--- src/rtl/axi_lite_slave_regfile.sv ---
// ---------------------------------------------------------------------------
// axi_lite_slave_regfile
//   AXI4-Lite responder in front of a bank of NUM_REGS read/write registers.
//   The write channel (AW/W/B) and read channel (AR/R) are independent FSMs,
//   so a read and a write can complete in the same cycle.
//
// Ports
//   axi_aclk, axi_areset      clock (rising edge), async active-high reset
//   s_axi_aw*/w*/b*           AXI-Lite write address / data / response
//   s_axi_ar*/r*              AXI-Lite read address / data
//   reg_out                   flat register contents, reg i at [i*DATA_WIDTH +: DATA_WIDTH]
//   reg_wr_pulse              one-cycle pulse on the bit of the register written
//
// Build option
//   AXI_LITE_SLV_SLVERR_EN    when defined, out-of-range accesses answer SLVERR
//                             (2'b10) instead of OKAY; data side effects unchanged.
//
// DATA_WIDTH must be 32 or 64; NUM_REGS must fit in the word-index space.
// ---------------------------------------------------------------------------

// One register with per-byte write enables.
module axi_lite_slave_regfile_reg #(
  parameter int                    DATA_WIDTH  = 32,
  parameter logic [DATA_WIDTH-1:0] RESET_VALUE = '0
) (
  input  logic                    clk_i,
  input  logic                    rst_i,
  input  logic                    we_i,
  input  logic [DATA_WIDTH-1:0]   wdata_i,
  input  logic [DATA_WIDTH/8-1:0] wstrb_i,
  output logic [DATA_WIDTH-1:0]   q_o
);
  localparam int NB = DATA_WIDTH / 8;

  logic [DATA_WIDTH-1:0] q_q, q_d;

  always_comb begin
    q_d = q_q;
    for (int b = 0; b < NB; b++)
      if (we_i && wstrb_i[b]) q_d[b*8 +: 8] = wdata_i[b*8 +: 8];
  end

  always_ff @(posedge clk_i or posedge rst_i)
    if (rst_i) q_q <= RESET_VALUE;
    else       q_q <= q_d;

  assign q_o = q_q;
endmodule

module axi_lite_slave_regfile #(
  parameter int                    DATA_WIDTH  = 32,
  parameter int                    ADDR_WIDTH  = 6,
  parameter int                    NUM_REGS    = 16,
  parameter logic [DATA_WIDTH-1:0] RESET_VALUE = '0
) (
  input  logic                             axi_aclk,
  input  logic                             axi_areset,
  input  logic [ADDR_WIDTH-1:0]            s_axi_awaddr,
  input  logic [2:0]                       s_axi_awprot,
  input  logic                             s_axi_awvalid,
  output logic                             s_axi_awready,
  input  logic [DATA_WIDTH-1:0]            s_axi_wdata,
  input  logic [DATA_WIDTH/8-1:0]          s_axi_wstrb,
  input  logic                             s_axi_wvalid,
  output logic                             s_axi_wready,
  output logic [1:0]                       s_axi_bresp,
  output logic                             s_axi_bvalid,
  input  logic                             s_axi_bready,
  input  logic [ADDR_WIDTH-1:0]            s_axi_araddr,
  input  logic [2:0]                       s_axi_arprot,
  input  logic                             s_axi_arvalid,
  output logic                             s_axi_arready,
  output logic [DATA_WIDTH-1:0]            s_axi_rdata,
  output logic [1:0]                       s_axi_rresp,
  output logic                             s_axi_rvalid,
  input  logic                             s_axi_rready,
  output logic [NUM_REGS*DATA_WIDTH-1:0]   reg_out,
  output logic [NUM_REGS-1:0]              reg_wr_pulse
);
  localparam int NB    = DATA_WIDTH / 8;
  localparam int LSB   = $clog2(NB);
  localparam int IDX_W = ADDR_WIDTH - LSB;

  localparam logic [1:0] RESP_OKAY = 2'b00;
`ifdef AXI_LITE_SLV_SLVERR_EN
  localparam logic [1:0] RESP_OOR  = 2'b10;
`else
  localparam logic [1:0] RESP_OOR  = 2'b00;
`endif

  typedef enum logic { W_IDLE, W_RESP } wstate_e;
  typedef enum logic { R_IDLE, R_DATA } rstate_e;

  typedef struct packed {
    logic [DATA_WIDTH-1:0] data;
    logic [NB-1:0]         strb;
  } wbeat_t;

  function automatic logic in_range(input logic [IDX_W-1:0] idx);
    return 32'(idx) < NUM_REGS;
  endfunction

  logic [NUM_REGS-1:0][DATA_WIDTH-1:0] regs;

  // ---------------- write channel ----------------
  wstate_e             wstate_q;
  logic                awready_q, wready_q, bvalid_q;
  logic [1:0]          bresp_q;
  logic                aw_got_q, w_got_q;
  logic [IDX_W-1:0]    awidx_q;
  wbeat_t              wbeat_q;
  logic [NUM_REGS-1:0] pulse_q;

  logic                aw_fire, w_fire, commit, win;
  logic [IDX_W-1:0]    widx;
  wbeat_t              wbeat;
  logic [NUM_REGS-1:0] reg_we;

  assign aw_fire = s_axi_awvalid && awready_q;
  assign w_fire  = s_axi_wvalid  && wready_q;

  // Beats captured this edge bypass the holding registers so the commit
  // happens on the edge that completes the pair, whichever order they came in.
  assign widx  = aw_got_q ? awidx_q : s_axi_awaddr[ADDR_WIDTH-1:LSB];
  assign wbeat = w_got_q  ? wbeat_q : wbeat_t'{data: s_axi_wdata, strb: s_axi_wstrb};

  assign commit = (wstate_q == W_IDLE) && (aw_got_q || aw_fire) && (w_got_q || w_fire);
  assign win    = in_range(widx);

  always_comb begin
    reg_we = '0;
    for (int i = 0; i < NUM_REGS; i++)
      reg_we[i] = commit && win && (widx == IDX_W'(i));
  end

  always_ff @(posedge axi_aclk or posedge axi_areset) begin
    if (axi_areset) begin
      wstate_q  <= W_IDLE;
      awready_q <= 1'b0;
      wready_q  <= 1'b0;
      bvalid_q  <= 1'b0;
      bresp_q   <= RESP_OKAY;
      aw_got_q  <= 1'b0;
      w_got_q   <= 1'b0;
      awidx_q   <= '0;
      wbeat_q   <= '0;
      pulse_q   <= '0;
    end else begin
      pulse_q <= reg_we;
      case (wstate_q)
        W_IDLE: begin
          if (commit) begin
            aw_got_q  <= 1'b0;
            w_got_q   <= 1'b0;
            awready_q <= 1'b0;
            wready_q  <= 1'b0;
            bvalid_q  <= 1'b1;
            bresp_q   <= win ? RESP_OKAY : RESP_OOR;
            wstate_q  <= W_RESP;
          end else begin
            if (aw_fire) begin
              aw_got_q <= 1'b1;
              awidx_q  <= s_axi_awaddr[ADDR_WIDTH-1:LSB];
            end
            if (w_fire) begin
              w_got_q <= 1'b1;
              wbeat_q <= wbeat_t'{data: s_axi_wdata, strb: s_axi_wstrb};
            end
            // Each ready rises out of reset and drops once its beat is held.
            awready_q <= !(aw_got_q || aw_fire);
            wready_q  <= !(w_got_q  || w_fire);
          end
        end
        W_RESP: begin
          if (s_axi_bready) begin
            bvalid_q  <= 1'b0;
            awready_q <= 1'b1;
            wready_q  <= 1'b1;
            wstate_q  <= W_IDLE;
          end
        end
        default: wstate_q <= W_IDLE;
      endcase
    end
  end

  // ---------------- register bank ----------------
  for (genvar g = 0; g < NUM_REGS; g++) begin : g_reg
    axi_lite_slave_regfile_reg #(
      .DATA_WIDTH  (DATA_WIDTH),
      .RESET_VALUE (RESET_VALUE)
    ) u_reg (
      .clk_i   (axi_aclk),
      .rst_i   (axi_areset),
      .we_i    (reg_we[g]),
      .wdata_i (wbeat.data),
      .wstrb_i (wbeat.strb),
      .q_o     (regs[g])
    );
  end

  // ---------------- read channel ----------------
  rstate_e               rstate_q;
  logic                  arready_q, rvalid_q;
  logic [DATA_WIDTH-1:0] rdata_q;
  logic [1:0]            rresp_q;

  logic [IDX_W-1:0]      ridx;
  logic [DATA_WIDTH-1:0] rmux;

  assign ridx = s_axi_araddr[ADDR_WIDTH-1:LSB];

  // Out-of-range indices match no register and read as zero. Sampling the
  // current register outputs gives pre-write data on a same-edge write.
  always_comb begin
    rmux = '0;
    for (int i = 0; i < NUM_REGS; i++)
      if (ridx == IDX_W'(i)) rmux = regs[i];
  end

  always_ff @(posedge axi_aclk or posedge axi_areset) begin
    if (axi_areset) begin
      rstate_q  <= R_IDLE;
      arready_q <= 1'b0;
      rvalid_q  <= 1'b0;
      rdata_q   <= '0;
      rresp_q   <= RESP_OKAY;
    end else begin
      case (rstate_q)
        R_IDLE: begin
          if (s_axi_arvalid && arready_q) begin
            rdata_q   <= rmux;
            rresp_q   <= in_range(ridx) ? RESP_OKAY : RESP_OOR;
            rvalid_q  <= 1'b1;
            arready_q <= 1'b0;
            rstate_q  <= R_DATA;
          end else begin
            arready_q <= 1'b1;
          end
        end
        R_DATA: begin
          if (s_axi_rready) begin
            rvalid_q  <= 1'b0;
            arready_q <= 1'b1;
            rstate_q  <= R_IDLE;
          end
        end
        default: rstate_q <= R_IDLE;
      endcase
    end
  end

  // Protection bits and sub-word address bits carry no meaning here.
  logic unused_inputs;
  assign unused_inputs = ^{s_axi_awprot, s_axi_arprot,
                           s_axi_awaddr[LSB-1:0], s_axi_araddr[LSB-1:0]};

  assign s_axi_awready = awready_q;
  assign s_axi_wready  = wready_q;
  assign s_axi_bvalid  = bvalid_q;
  assign s_axi_bresp   = bresp_q;
  assign s_axi_arready = arready_q;
  assign s_axi_rvalid  = rvalid_q;
  assign s_axi_rdata   = rdata_q;
  assign s_axi_rresp   = rresp_q;
  assign reg_out       = regs;
  assign reg_wr_pulse  = pulse_q;
endmodule

--- config.mk ---
export PLATFORM = sky130hd
export DESIGN_NAME = axi_lite_slave_regfile
export DESIGN_NICKNAME = d
export VERILOG_FILES = /design/src/rtl/axi_lite_slave_regfile.sv
export SDC_FILE = /design/constraint.sdc
export NUM_CORES = 1
export LEC_CHECK = 0
export ABC_AREA = 0
export BUFFER_PORTS_ARGS = -buffer_cell sky130_fd_sc_hd__buf_4
export CORE_ASPECT_RATIO = 0.5
export CORE_MARGIN = 8
export CORE_UTILIZATION = 55
export DETAILED_ROUTE_END_ITERATION = 6
export PLACE_DENSITY = 0.84
export SETUP_SLACK_MARGIN = 0.4
export SLEW_MARGIN = 20
export SYNTH_ARGS = -nofsm -noshare
export SYNTH_HDL_FRONTEND = slang
export SYNTH_SLANG_ARGS = --single-unit
--- constraint.sdc ---
create_clock -name axi_aclk -period 19.7 [get_ports axi_aclk]
set_clock_uncertainty 0.05 [all_clocks]
set_input_delay 0 -clock axi_aclk [delete_from_list [all_inputs] [get_ports axi_aclk]]
set_output_delay 0 -clock axi_aclk [all_outputs]
set_load 0.1 [all_outputs]
### Word level (Yosys, flattened, before mapping)

Cells that the tools add are included.

| cells by class | value |
|---|---|
| bitwise gates (word level) | 3 |
| equal/unequal tests | 34 |
| muxes and demuxes | 42 |
| reduce and logical (&&, ||, !) cells | 100 |

Operator list:

| kind | count |
|---|---|
| 2-to-1 mux 32 bit | 16 |
| logical AND 1 bit | 85 |
| == test 4 bit (second input constant) | 16 |
| 2-to-1 mux 36 bit | 1 |
| == test 4 x 3 -> 1 bit (second input constant) | 8 |
| 2-to-1 mux 1 bit | 17 |
| == test 4 x 2 -> 1 bit (second input constant) | 4 |
| one-hot mux 1 bit (2 select lines) | 7 |
| AND reduction 2 bit | 5 |
| == test 4 x 1 -> 1 bit (second input constant) | 2 |
| logical NOT 4 bit | 2 |
| != test 2 bit (second input constant) | 4 |
| AND reduction 3 bit | 2 |
| 2-to-1 mux 4 bit | 1 |
| nonzero test 2 bit | 2 |
| inverter 1 bit | 3 |
| logical NOT 1 bit | 2 |
| logical OR 1 bit | 2 |

| word-level totals | value |
|---|---|
| input port bits | 61 |
| register bits after elaboration | 609 |
| output and inout port bits | 569 |
| word-level logic and storage cells | 257 |

### Longest topological paths before layout

Gate-level depths: netlist of run 1.

| logic depth | value |
|---|---|
| word-level depth | 17 |
| mapped depth | 9 |

### Hierarchy

From an unflattened synthesis of run 1, not the netlist that was laid out.

| unflattened totals | value |
|---|---|
| cells, all modules | 2,164 |
| area, all modules | 28,367.2 um2 |

By module, submodules not included:

| module | times used | cells each | area an instance (um2) | sequential area each (um2) |
|---|---|---|---|---|
| axi_lite_slave_regfile_reg | 16 | 69 | 1,189.9 | 800.8 |
| axi_lite_slave_regfile | 1 | 1,060 | 9,328.9 | 2,427.3 |

### Least setup slack after synthesis of run 1

No wires, ideal clock.

| timing | value |
|---|---|
| path type | register to register |
| start | register awready_q (netlist: s_axi_awready) |
| end | register g_reg[13].u_reg.q_q[1] |
| arrival | 2.536 ns |
| slack | 16.988 ns |
| required time | 19.524 ns |
| cell stages (with the launch flop) | 8 |
| cells stage by stage | dfrtp_1 -> a21oi_1 -> or2_1 -> buf_6 -> buf_6 -> nor3_4 -> nand2_4 -> mux2_4 |

| on the way | value |
|---|---|
| longest elaborated chain between the ends | 6 |

RTL lines:

| element | line | text |
|---|---|---|
| from (decl) | 107 | `logic awready_q, wready_q, bvalid_q;` |
| from (signal assigned) | 170 | `awready_q <= !(aw_got_q \|\| aw_fire);` |
| logical AND 1 bit | 119 | `assign aw_fire = s_axi_awvalid && awready_q;` |
| logical OR 1 bit | 127 | `assign commit = (wstate_q == W_IDLE) && (aw_got_q \|\| aw_fire) && (w_got_q \|\| w_fire);` |
| logical AND 1 bit (2 in a row) | 127 |  |
| logical AND 1 bit | 133 | `reg_we[i] = commit && win && (widx == IDX_W'(i));` |
| logical AND 1 bit | 40 | `if (we_i && wstrb_i[b]) q_d[b*8 +: 8] = wdata_i[b*8 +: 8];` |
| to (signal assigned) | 45 | `else q_q <= q_d;` |
| to (decl) | 35 | `logic [DATA_WIDTH-1:0] q_q, q_d;` |

Every way passes these cells.
A chain may end at the register's enable or synchronous reset.

==> metrics.txt, run 1 <==
status=completed; hpwl dp=about 84 mm; DRT iter0 DRCs=3248; EDFF count, synth=0; area leader, netlist=dfrtp_1; wirelength, routed=~120 mm; Initial Util=55.3%; M1 GR Usage=approximately 46%; share of cells above drive strength 1=between 50% and 60%; Slew HR=~20%; clock buffer depth=3; vias in the first global route=23000; post-route ant nets=0; Vias=between 20000 and 25000; CTS tree=yes; overall die area=59900 µm²; syn avg cell area=between 10 and 15 µm²; most frequent cell after synthesis=dfrtp_1; Synth Warn #=0; Vias/cell=around 6.7; synthesis-to-layout area growth=26.7%; Yosys cell types=74; Critical Path RT=roughly 20000 ps; post-synthesis sequential area ratio=about 53%; I/O Pins=630; DIE HEIGHT=~180 µm; global-route wire length before repair=between 150 and 200 mm; GR Util met3=roughly an eighth; max-capacitance violation count=0; pin count of the biggest net entering global routing=140; overall routing resource usage=a little under two fifths; Layout Utilization=around 70%; RSZ-0062 raised after global routing=false; row count=59; post-route cell area=roughly 36000 µm²; Fin Setup TNS=0 ps; Fin. Hold Viols=0; PortBufs=615; Synth Cell Area=about 29000 µm²; Cell Area, Placed=roughly 34000 µm²; H-tree lvl count=2; RD Place Congestion=1.01; fin crit period=3360 ps; worst hold path type=input pin to flop; Worst Path Arrival=between 3000 and 4000 ps; CTS Buf Count=54; post-cts repair resize count=0; share of the synthesized area in the top cell type=53.4%; pin slew with the least headroom to its limit=about 1200 ps; pins over their slew limit=0; worst-case hold slack=~65 ps; Core ar.=51600 µm²; worst-skew pair later-pin latency=610 ps; setup bufs post-CTS=0; most frequent cells after synthesis=dfrtp_1 (609), mux2_2 (561), nand2_1 (96); FMAX=between 0.2 and 0.3 GHz; grt ovf=0; setup violators final=0; share of flip-flops with an asynchronous set or reset=100%; ys flop type=dfrtp_1; fin crit share=17.1%; first-pass detailed-route iteration total=7; GR peak layer=met2; Sink Count=a little over 600; clk slew on worst S/H paths=around 70 ps; DRC=0; crit path kind=input pin to async pin; initial antenna violation count=3; element type at the critical path end=async pin; Worst Setup Start Kind=input pin; synth top area cells=dfrtp_1 (53%), mux2_2 (22%), mux4_2 (2.2%); worst-path maximum fanout=between 100 and 150; Syn Inst Count=about 2200; chip width=roughly 340 µm; Synth Register Bits=around 610; wire length per cell=between 30 and 40 µm; M2 GR Usage=approximately 57%; Nets=about 2900; clock root buffer=clkbuf_16
metrics by stage:
| step | setup slack, ps | cells |
|---|---|---|
| global placement | 15970 | 3380 |
| floorplan | 2600 | 2174 |
| CTS | 16040 | 3532 |
| finish | 16340 | 3540 |
| detailed placement | 15960 | 3380 |
| global route | 15820 | 3535 |
layout make-up:
| cell class | instances | area [µm²] |
|---|---|---|
| Fill cell | 3609 | 15500 |
| Sequential cell | 609 | 15200 |
| Multi-Input combinational cell | 1406 | 12600 |
| Timing Repair Buffer | 703 | 5420 |
| Clock buffer | 75 | 1580 |
| Tap cell | 701 | 877 |
| Clock inverter | 25 | 320 |
| Inverter | 15 | 63.8 |
| Antenna cell | 6 | 15.0 |
worst paths after layout:
| path | from | endpoint | slack (ps) | cells after the start |
|---|---|---|---|---|
| max in group axi_aclk | aw_got_q | g_reg[15].u_reg.q_o[29] | 16520 | 5 |
| min in group asynchronous | axi_areset | g_reg[2].u_reg.q_o[2] | 90 | 3 |
| worst min register to register | s_axi_rvalid | s_axi_rvalid | 430 | 2 |
| worst max-delay path | axi_areset | g_reg[13].u_reg.q_o[12] | 16340 | 6 |
| worst max register to register | aw_got_q | g_reg[15].u_reg.q_o[29] | 16520 | 5 |
| worst min-delay path | s_axi_araddr[2] | s_axi_rdata[31] | 70 | 3 |
per-layer routing:
metal | routed length (µm) | vias up
li1 | - | 9310
met1 | 41000 | 12000
met2 | 51900 | 1827
met3 | 14500 | 454
met4 | 9500 | 4
met5 | 14 | -
registers in the layout, indices dropped and copies added, names as in the netlist, 4 cells and up:
register and count:
awidx_q 4, g.u_reg.q_o 512, reg_wr_pulse 16, s_axi_rdata 32, wbeat_q 36
worst max-delay path, stage by stage:
cell and delay, ps:
dlygate4sd3_1 550, buf_4 160, inv_8 600, buf_4 820, buf_4 810, buf_4 810
layout by cell type, fill, tap and decap left out, drive strengths merged, types with 38 or more instances in the layout:
master | netlist | final
mux2i | 45 | 45
mux2 | 628 | 628
nor2 | 91 | 91
buf | 53 | 650
dlygate4sd3 | 0 | 52
o21ai | 64 | 64
dfrtp | 609 | 609
a21oi | 71 | 71
o22ai | 39 | 39
clkbuf | 91 | 76
nor3 | 38 | 38
nand2 | 128 | 128
cells by family (layout without fill, tap and decap cells):
family | count (synthesis) | in the layout | share of synthesized area, %
flip-flops | 609 | 609 | 53.4
AND/OR/NAND/NOR | 336 | 336 | 6.26
multiplexers | 701 | 701 | 28.9
AO/OA/AOI/OAI | 365 | 365 | 8.97
buffers and inverters | 159 | 818 | 2.44
other | 1 | 10 | 0.0131
what timing repair did:
item / CTS / global route
setup endpoints to repair: 0 / 0
hold endpoints to repair: 199 / 0
hold buffers: 52 / 0
Power of run 1 is not shown: default switching activity piles up to over one toggle a cycle in this logic, so the estimate is an artifact.
==> run 2, diff against run 1 <==
==> constraint.sdc (replaced) <==
create_clock -name axi_aclk -period 3.5 [get_ports axi_aclk]
set_clock_uncertainty 0.05 [all_clocks]
set_input_delay 0 -clock axi_aclk [delete_from_list [all_inputs] [get_ports axi_aclk]]
set_output_delay 0 -clock axi_aclk [all_outputs]
set_load 0.1 [all_outputs]
==> metrics.txt, run 2 (same netlist as run 1, synthesis figures left out) <==
clock buffer depth=3 (unchanged); Vias/cell=6.64 (was 6.68); Register Area=15200 µm² (unchanged); cells on worst reg2reg path=3 (was 5); initial antenna violation count=1 (was 3); Slew HR=28.3% (was 19.9%); fill count=3454 (was 3609); Sink Count=609 (unchanged); hpwl dp=86.4 mm (was 83.9 mm); DIE HEIGHT=177 µm (unchanged); DRT iter0 DRCs=3267 (was 3248); CTS Buf Count=54 (unchanged); status=completed (unchanged); CTS tree=yes (unchanged); first-pass detailed-route iteration total=7 (unchanged); crit path kind=flop to flop (was input pin to async pin); wirelength, routed=118 mm (was 117 mm); Core ar.=51600 µm² (unchanged); H-tree lvl count=2 (unchanged); Multi-input gate area=12600 µm² (about the same); setup bufs post-CTS=0 (unchanged); most frequent cells in the layout=buf_4 (698), dfrtp_1 (608), mux2_2 (561) (was buf_4 (646), dfrtp_1 (608), mux2_2 (561)); Vias=23900 (was 23600); pin slew with the least headroom to its limit=1080 ps (was 1200 ps); post-route ant nets=0 (unchanged); Worst Setup Start Kind=flop (was input pin); DRC=0 (unchanged); overall die area=59900 µm² (unchanged); FMAX=roughly 0.34 GHz; RSZ-0062 raised after global routing=false (unchanged); clock root buffer=clkbuf_16 (unchanged); setup violators final=0 (unchanged); Fin Setup TNS=0 ps (unchanged); Nets=2909 (was 2850); most common cell after layout, fill and taps aside=buf_4 (unchanged); pins over their slew limit=0 (unchanged); GR peak layer=met2 (unchanged); synthesis-to-layout area growth=28.4% (was 26.7%); vias in the first global route=23300 (was 23000); RD Place Congestion=0.987 (was 1.01); overall routing resource usage=37.8% (was 37.3%); PortBufs=615 (unchanged); chip width=338 µm (unchanged); share of cells above drive strength 1=51.2% (was 50.3%); max-capacitance violation count=0 (unchanged); worst-path maximum fanout=25 (was 139); M2 GR Usage=56.2% (was 56.6%); M1 GR Usage=47.3% (was 46.0%); GR Util met3=13.2% (was 12.7%); row count=59 (unchanged); element type at the critical path end=flop (was async pin); fin crit share=roughly 83%; Layout Utilization=71.0% (was 70.1%); Worst Path Arrival=3330 ps (was 3930 ps); max reg flops=512 (unchanged); Initial Util=55.3% (unchanged); Fin. Hold Viols=0 (unchanged); Hold Path Stages=3 (unchanged); grt ovf=0 (unchanged); pin count of the biggest net entering global routing=79 (was 140); I/O Pins=630 (unchanged); post-cts repair resize count=0 (unchanged); clk slew on worst S/H paths=70 ps (about the same); fin cells=3597 (was 3540); worst-skew pair later-pin latency=600 ps (was 610 ps); wire length per cell=32.7 µm (was 33.0 µm); fin crit period=about 2900 ps; placed insts=3437 (was 3380); worst hold path type=input pin to flop (unchanged); Critical Path RT=3920 ps (was 20260 ps); global-route wire length before repair=166 mm (was 164 mm)
[run 2: cell types whose count changed in the layout (fill, tap and decap cells not counted), moves of 3 or more]
cell	previous run	this run
buf_12	0	6
buf_4	646	698
clkbuf_8	9	19
clkinv_4	3	0
[run 2: metrics by stage]
step | setup WS (ps) | area (µm²) | hold slack, ps
floorplan | -4860 | 28500 | 46.4
global placement | 817 | 34200 | 150
detailed placement | 804 | 34200 | 162
CTS | 775 | 36600 | 24.3
global route | 624 | 36600 | 80.7
finish | 595 | 36600 | 37.8
[run 2: metal layers]
layer / vias to the layer above / wire [µm]
met4: 0 / 10000
met2: 1843 / 51400
met3: 531 / 15000
li1: 9423 / -
met1: 12100 / 41100
met5: - / 0
[run 2: worst paths after layout]
check                                     start                 endpoint  slack [ps]
worst max register to register          w_got_q   g_reg[9].u_reg.q_o[10]         600
min in group asynchronous            axi_areset  g_reg[10].u_reg.q_o[19]         170
worst max-delay path                    w_got_q   g_reg[9].u_reg.q_o[10]         600
max in group asynchronous            axi_areset   g_reg[8].u_reg.q_o[14]        2200
worst min-delay path            s_axi_araddr[2]          s_axi_rdata[15]          40
worst min register to register     s_axi_rvalid             s_axi_rvalid         440
[run 2: timing repair]
| action | CTS | global route |
|---|---|---|
| hold buffers | 53 | 0 |
| setup endpoints to repair | 0 | 0 |
| endpoints found under the hold margin | 77 | 0 |
[run 2: cell type report]
cell class,count,share of cell area [%]
flip-flops and latches,609,41.6
multi-input cells,1406,34.4
repair buffers,762,16.2
clock buffers,83,4.56
well taps,701,2.40
clock inverters,17,0.591
inverters,15,0.164
diodes,4,0.0273
[run 2: critical path: stages, from the launching register on]
cell and delay [ps]:
dfrtp_2 620, o21ai_2 860, nand2_1 740, mux2_2 480
Power of run 2 is left out for the same reason.
==> run 3, diff against run 2 <==
==> constraint.sdc (replaced) <==
create_clock -name axi_aclk -period 2.79 [get_ports axi_aclk]
set_clock_uncertainty 0.05 [all_clocks]
set_input_delay 0 -clock axi_aclk [delete_from_list [all_inputs] [get_ports axi_aclk]]
set_output_delay 0 -clock axi_aclk [all_outputs]
set_load 0.1 [all_outputs]
==> metrics.txt, run 3 (same netlist as run 1, synthesis figures left out) <==
max-capacitance violation count=0 (unchanged); vias in the first global route=23800 (was 23300); max reg flops=512 (unchanged); I/O Pins=630 (unchanged); Layout Utilization=71.5% (was 71.0%); clock buffer depth=3 (unchanged); FF-to-FF setup slack=270 ps (was 600 ps); clock root buffer=clkbuf_16 (unchanged); Worst Path Arrival=2960 ps (was 3330 ps); grt ovf=0 (unchanged); crit path kind=flop to flop (unchanged); post-route cell area=36900 µm² (was 36600 µm²); RSZ-0062 raised after global routing=true (was false); worst hold path type=input pin to async pin (was input pin to flop); pin slew with the least headroom to its limit=942 ps (was 1080 ps); most common cell after layout, fill and taps aside=buf_4 (unchanged); chip width=338 µm (unchanged); overall routing resource usage=38.2% (was 37.8%); reg2reg end=g_reg[6].u_reg.q_o[21] (was g_reg[9].u_reg.q_o[10]); wire length per cell=32.8 µm (was 32.7 µm); worst-path maximum fanout=15 (was 25); clk slew on worst S/H paths=70 ps (about the same); pins over their slew limit=0 (unchanged); share of cells above drive strength 1=52.0% (was 51.2%); Core ar.=51600 µm² (unchanged); cells on worst reg2reg path=5 (was 3); post-route ant nets=0 (unchanged); CP max stage delay=570 ps (was 860 ps); RD Place Congestion=1.01 (was 0.987); Cell Area, Placed=34500 µm² (was 34200 µm²); most frequent cells in the layout=buf_4 (711), dfrtp_1 (607), mux2_2 (561) (was buf_4 (698), dfrtp_1 (608), mux2_2 (561)); worst-skew pair later-pin latency=620 ps (was 600 ps); PortBufs=615 (unchanged); crit path cell chain=buf_12 > o32a_2 > nor3_2 > nand2_1 > mux2_2 (was o21ai_2 > nand2_1 > mux2_2); synthesis-to-layout area growth=29.3% (was 28.4%); Fin Setup TNS=0 ps (unchanged); Nets=2931 (was 2909); Sink Count=609 (unchanged); fin crit share=90.4% (was 83.0%); first-pass detailed-route iteration total=6 (was 7); DRT iter0 DRCs=3163 (was 3267); global-route wire length before repair=168 mm (was 166 mm); Initial Util=55.3% (unchanged); DIE HEIGHT=177 µm (unchanged); CTS Buf Count=53 (was 54); Slew HR=37.2% (was 28.3%); row count=59 (unchanged); CP max-delay cell=o32a_2 (was o21ai_2); Vias/cell=6.69 (was 6.64); DRC=0 (unchanged); Fin. Hold Viols=0 (unchanged); element type at the critical path end=flop (unchanged); setup violators final=0 (unchanged); pin count of the biggest net entering global routing=64 (was 79); wirelength, routed=118 mm (about the same); Critical Path RT=3230 ps (was 3920 ps); H-tree lvl count=2 (unchanged); Vias=24200 (was 23900); RR Startpoint=aw_got_q (was w_got_q); Worst Setup Start Kind=flop (unchanged); status=completed (unchanged); FMAX=0.396 GHz (was 0.344 GHz); CTS tree=yes (unchanged); overall die area=59900 µm² (unchanged); initial antenna violation count=4 (was 1); fin crit period=2520 ps (was 2900 ps); hpwl dp=87.2 mm (was 86.4 mm)
==> run 3: cell count changes in the layout (fill, tap and decap cells not counted), sizes merged <==
cell	delta
dlygate4sd3	-1
buf	+27
clkinvlp	+1
clkbuf	-7
bufinv	-2
diode	-3
==> run 3: area by class of cell <==
cell class / instances / area, µm²
fillers: 3449 / 14700
inverters: 15 / 60.1
well taps: 701 / 877
multi-input cells: 1406 / 12700
diodes: 1 / 2.50
repair buffers: 785 / 6280
clock buffers: 79 / 1590
flip-flops and latches: 609 / 15200
clock inverters: 16 / 164
==> run 3: metrics by stage <==
step	setup slack (ps)	std cells	hold WS (ps)
global route	254	3611	91.5
global placement	79.5	3461	136
detailed placement	41.3	3461	137
CTS	361	3610	41.3
floorplan	-5570	2174	46.4
finish	267	3612	51.8
==> run 3: metal layers <==
layer | track usage, % | up-vias | share of wire [%]
met5 | 0 | - | 0.084
met1 | 46.9 | 12300 | 35
met3 | 13.1 | 544 | 12
met4 | 26.7 | 4 | 8.9
li1 | - | 9471 | -
met2 | 56.7 | 1846 | 44
==> run 3: worst max-delay path: cells and delay by family (launching register included) <==
family                 cells  cell delay (ps)
DFF                        1              430
AOI/OAI and AO/OA          1              570
muxes                      1              420
and+or+nand+nor            2              770
buffers and inverters      1              150
==> run 3: how the worst max path moves through the flow <==
stage	from	endpoint	slack, ps	cells after the start
floorplan	axi_areset	aw_got_q	-5570	1
detailed placement	aw_got_q	g_reg[12].u_reg.q_o[19]	40	6
global route	aw_got_q	g_reg[6].u_reg.q_o[21]	250	5
CTS	aw_got_q	g_reg[6].u_reg.q_o[21]	360	5
global placement	aw_got_q	g_reg[12].u_reg.q_o[18]	80	6
finish	aw_got_q	g_reg[6].u_reg.q_o[21]	270	5
==> run 3: what timing repair did <==
item,4_1_cts,5_1_grt
endpoints found under the setup margin,512,157
hold buffers,52,0
resized for setup,12,8
pin swaps,1,1
hold endpoints to repair,196,0
buffers inserted,2,1
Power of run 3 is left out for the same reason.
